===== src/rtl/fifo_pkg.sv =====
// Shared async-FIFO helpers: Gray/binary conversion and depth derivation.
package fifo_pkg;

  localparam int ADDRSIZE_DEF = 4;
  localparam int DEPTH        = 1 << ADDRSIZE_DEF;

  // Depth for an arbitrary address width.
  function automatic int depth_of(input int aw);
    return 1 << aw;
  endfunction

  // Width-agnostic: callers zero-extend into 32 bits and truncate the result.
  function automatic logic [31:0] bin2gray(input logic [31:0] b);
    return b ^ (b >> 1);
  endfunction

  // Prefix XOR from the MSB down. Zero upper bits leave narrower values intact.
  function automatic logic [31:0] gray2bin(input logic [31:0] g);
    logic [31:0] b;
    b = g;
    for (int i = 1; i < 32; i++) b = b ^ (g >> i);
    return b;
  endfunction

endpackage


===== src/rtl/gray2bin_conv.sv =====
// Combinational Gray-to-binary converter for a synchronized pointer.
module gray2bin_conv #(
  parameter int W = 5
) (
  input  logic [W-1:0] gray,
  output logic [W-1:0] bin
);

  // Each binary bit is the XOR of all Gray bits at or above it.
  for (genvar i = 0; i < W; i++) begin : g_bit
    assign bin[i] = ^gray[W-1:i];
  end

endmodule


===== src/rtl/wptr_full.sv =====
// Write-domain pointer, address and status flags for the async FIFO.
module wptr_full
  import fifo_pkg::*;
#(
  parameter int ADDRSIZE    = 4,
  parameter int AFULL_SLOTS = 2
) (
  input  logic                wclk,
  input  logic                wrst,
  input  logic                winc,
  input  logic [ADDRSIZE:0]   wd_rptr,
  output logic                wen,
  output logic [ADDRSIZE-1:0] waddr,
  output logic [ADDRSIZE:0]   wptr,
  output logic                wfull,
  output logic                wfull_almost,
  output logic [ADDRSIZE:0]   wlevel,
  output logic                woverflow
);

  localparam int PW         = ADDRSIZE + 1;
  localparam int FW         = ADDRSIZE + 2;
  localparam int FIFO_DEPTH = depth_of(ADDRSIZE);

  logic [PW-1:0] wbin, wbinnext, wgraynext, rbin_s, level_next;
  logic [FW-1:0] free_next;
  logic          full_next, afull_next;

  gray2bin_conv #(.W(PW)) u_rptr_conv (
    .gray (wd_rptr),
    .bin  (rbin_s)
  );

  // Gated by reset so nothing is written into memory while pointers are cleared.
  assign wen        = winc & ~wfull & wrst;
  assign waddr      = wbin[ADDRSIZE-1:0];
  assign wbinnext   = wbin + PW'(winc & ~wfull);
  assign wgraynext  = PW'(bin2gray(32'(wbinnext)));
  // Full when next write pointer equals the read pointer one lap ahead.
  assign full_next  = (wgraynext == {~wd_rptr[ADDRSIZE:ADDRSIZE-1], wd_rptr[ADDRSIZE-2:0]});
  // Modular subtraction stays correct across pointer wrap.
  assign level_next = wbinnext - rbin_s;
  assign free_next  = FW'(FIFO_DEPTH) - {1'b0, level_next};
  assign afull_next = (free_next <= FW'(AFULL_SLOTS));

  // Pointer and status registers; reset drops pointer state immediately.
  always_ff @(posedge wclk or negedge wrst) begin
    if (!wrst) begin
      wbin         <= '0;
      wptr         <= '0;
      wlevel       <= '0;
      wfull        <= 1'b0;
      wfull_almost <= 1'b0;
      woverflow    <= 1'b0;
    end else begin
      wbin         <= wbinnext;
      wptr         <= wgraynext;
      wlevel       <= level_next;
      wfull        <= full_next;
      wfull_almost <= afull_next;
      woverflow    <= woverflow | (winc & wfull);
    end
  end

  // Gray pointer crossing domains must move by at most one bit per edge.
  a_gray_step: assert property (@(posedge wclk) disable iff (!wrst)
    $countones(wptr ^ $past(wptr)) <= 1);

  // Almost-full covers the full condition.
  a_afull_cover: assert property (@(posedge wclk) disable iff (!wrst)
    wfull |-> wfull_almost);

endmodule


===== config.mk =====
export PLATFORM = sky130hd
export DESIGN_NAME = wptr_full
export DESIGN_NICKNAME = d
export VERILOG_FILES = /design/src/rtl/fifo_pkg.sv /design/src/rtl/gray2bin_conv.sv /design/src/rtl/wptr_full.sv
export SDC_FILE = /design/constraint.sdc
export NUM_CORES = 1
export LEC_CHECK = 0
export ABC_AREA = 1
export ABC_CLOCK_PERIOD_IN_PS = 4500
export CAP_MARGIN = 20
export CORE_ASPECT_RATIO = 0.7
export CORE_MARGIN = 5
export CORE_UTILIZATION = 35
export DETAILED_ROUTE_END_ITERATION = 12
export GPL_TIMING_DRIVEN = 0
export PLACE_DENSITY = 0.6
export SLEW_MARGIN = 40
export SYNTH_ARGS = -nofsm -noshare
export SYNTH_HDL_FRONTEND = slang
export SYNTH_HIERARCHICAL = 1
export SYNTH_SLANG_ARGS = --single-unit
export TNS_END_PERCENT = 100

===== constraint.sdc =====
create_clock -name wclk -period 4.5 [get_ports wclk]
set_input_delay 0.9 -clock wclk [delete_from_list [all_inputs] [get_ports wclk]]
set_output_delay 0.9 -clock wclk [all_outputs]
set_load 0.01 [all_outputs]

==> run metrics <==
status finished, final reports clean; met3 WL post-DR 122 um; MaxCap Viol Count 0; port bufs 25; Post-Syn Nets 173; First DRT Iteration DRCs 35; Final Wtd Congestion 0.789; start point of the critical path winc; flops & latches, synth 17; Cells on Worst Hold Path 1; Slowest-stage cell, CP clkdlybuf4s50_1; Die Y 57.9 um; Synth Warn # 6; CTS buffer count 3; CTS tree built; IO Count 26; Wirelength per Cell 10.7 um; Sum Neg Setup Slack 0 ns; die width 78.4 um; Worst slew margin 72.6%; synthesized area per cell 7.35 um^2; critical path class primary input to flip-flop; CP Capture Type flip-flop; Setup Buffers After CTS 0; Vias 1035; Resized cells post-CTS 0; top_reg_cell synth dfrtp_1; Worst VDD drop 0.000214 V; Setup violations, final 0; Max Fclk 293 MHz; layout cells sized above 1 5.41%; initial antenna violation count 0; crit-path max FO 6; final core occ 47.1%; Worst Path Required 4.68 ns; Hold Buf Count CTS 0; Post-synth EDFFs 0; Seq/Total Area, Yosys 37.1%; largest net degree at the start of global routing 19; area leader, netlist dfrtp_1; most frequent cells after synthesis 49 x nand2_1, 29 x inv_1, 20 x nand3_1; fillers 324; non-filler instance count after layout 223; r2r worst-path depth 12; RSZ-0062 raised after global routing no; met1 wire length 1200 um; # diodes 0; Hold Crit Class flip-flop to flip-flop; Worst EP arrival 3.59 ns; Netlist Area Pre-Place 0.00115 mm^2; top layer in use met4; final hold violation count 0; min Tclk post-route 3.41 ns; core area 0.00315 mm^2; reg-to-reg endpoint wfull_almost$_DFF_PN0_; Worst-path clk slew 0.06 ns; RR Startpoint wfull$_DFF_PN0_; Hold Worst Slack 0.455 ns; Min-Delay Endpoint woverflow$_DFF_PN0_; Total Routing Usage GR 11.8%; period utilisation layout 75.8%; ys async rst share 100%; WL met2 1010 um; Unique masters post-synth 20; Final nets 203; via density per instance 4.64; number of global-route vias before repair 980; Die Area 0.00454 mm^2; first-pass GRT wire length 4240 um; min-delay src woverflow$_DFF_PN0_; Slew Limit Fails 0; post-DP HPWL 2000 um; grt ovf 0; Synth top area share 37.1%; pwr dens 800 mW/mm^2; count leader, synth nand2_1; area grow syn2layout 29.5%; H-Tree Level Count 1; Pleak 0.792 nW; Placed Cells incl. Taps 219; Initial Util 36.4%; synth top area cells dfrtp_1 37%, nand2_1 16%, inv_1 9.5%, ha_1 8.7%, nand3_1 8.7%; Routed WL 2390 um; Detail Route Antenna Nets 0; clk_skew 0.000438 ns; clk sinks 17; r2r setup slk 1.87 ns; first-pass iteration count of the detailed router 4; synthesized instance count 156; Worst Max-Slew Pin Slew 0.411 ns; Residual DRC 0; Site Rows 17; later-pin clock latency in the skew report 0.25 ns; cells along the critical path clkdlybuf4s50_1, inv_1, nor2_1, ha_1, ha_1, xor2_1, ha_1, a21oi_1, nand2_1, nand2_1, nand3_1, a21oi_1, nand2_1, nor2_1; clock buffer depth 2; CTS root buffer clkbuf_8; Worst Setup Start Kind primary input; Largest stage delay, worst path 0.50 ns
-- registers in the layout (all words and copies together), names as in the netlist --
register,flops
wbin,5
wlevel,5
wptr,4
wfull,1
wfull_almost,1
woverflow,1
-- metal layers --
layer / global-route usage [%] / vias up
li1: - / 540
met4: 5.24 / 0
met1: 16.1 / 458
met5: 0 / -
met2: 19.1 / 33
met3: 1.24 / 4
-- critical path: cells and delay by family --
kind / cells / cell delay (ns)
adders and majority gates: 3 / 0.86
buffers and inverters: 2 / 0.56
and+or+nand+nor: 6 / 0.50
AOI/OAI and AO/OA: 2 / 0.41
xor gates and xnor gates: 1 / 0.37
-- area by class of cell --
class | instances | area (um^2) | share of cell area [%]
Clock buffer | 4 | 45.0 | 3.04
Buffer | 2 | 21.3 | 1.43
Sequential cell | 17 | 425 | 28.7
Multi-Input combinational cell | 108 | 591 | 39.8
Timing Repair Buffer | 25 | 245 | 16.5
Tap cell | 38 | 47.5 | 3.20
Inverter | 29 | 109 | 7.34
-- cell families (layout without fill, tap and decap cells) --
group           Yosys count  count (layout)  share of synthesized area, %
compound gates            5               5                          2.40
fa+ha+maj                 9               9                          10.5
xor+xnor                  5               5                          3.82
buf+inv                  31              60                          11.4
flops                    17              17                          37.1
simple gates             89              89                          34.8
-- how the worst max path moves through the flow --
stage | to
floorplan | wfull_almost$_DFF_PN0_
global placement | wen
detailed placement | wen
CTS | wen
global route | wfull_almost$_DFF_PN0_
finish | wfull_almost$_DFF_PN0_
-- through the flow --
| stage | cell area, um^2 | worst slack (ns) | power (W) |
|---|---|---|---|
| after floorplan | 1150 | 1.65 | 0.000808 |
| after global placement | 1440 | 0.857 | 0.00106 |
| after detailed placement | 1440 | 0.822 | 0.00109 |
| after CTS | 1490 | 0.808 | 0.00120 |
| after global routing | 1480 | 0.811 | 0.00133 |
| final | 1480 | 1.09 | 0.00119 |
-- report_power, final --
group / switching (W) / internal [W] / total [W]
registers: 0.0000360 / 0.000231 / 0.000267
logic: 0.000453 / 0.000356 / 0.000808
clock network: 0.0000480 / 0.0000627 / 0.000111
total: 0.000537 / 0.000650 / 0.00119
-- cells in the final DEF (no fill, tap or decap) --
| cell type | netlist | final |
|---|---|---|
| ha_1 | 8 | 8 |
| nand3b_1 | 1 | 1 |
| inv_1 | 29 | 29 |
| nor3b_1 | 1 | 1 |
| nand4_1 | 3 | 3 |
| xnor2_1 | 4 | 4 |
| nand3_1 | 20 | 20 |
| nor2_1 | 11 | 11 |
| buf_2 | 0 | 1 |
| buf_4 | 1 | 1 |
| a21oi_1 | 3 | 3 |
| nand2_2 | 2 | 2 |
| clkbuf_1 | 0 | 1 |
| clkdlybuf4s50_1 | 0 | 24 |
| nand2_1 | 49 | 49 |
| o21ai_0 | 1 | 1 |
| nand3_4 | 1 | 1 |
| fa_1 | 1 | 1 |
| clkbuf_8 | 1 | 4 |
| a21o_1 | 1 | 1 |
| nand3_2 | 1 | 1 |
| xor2_1 | 1 | 1 |
| dfrtp_1 | 17 | 17 |
Note: power is estimated with default switching activity, not from simulation.
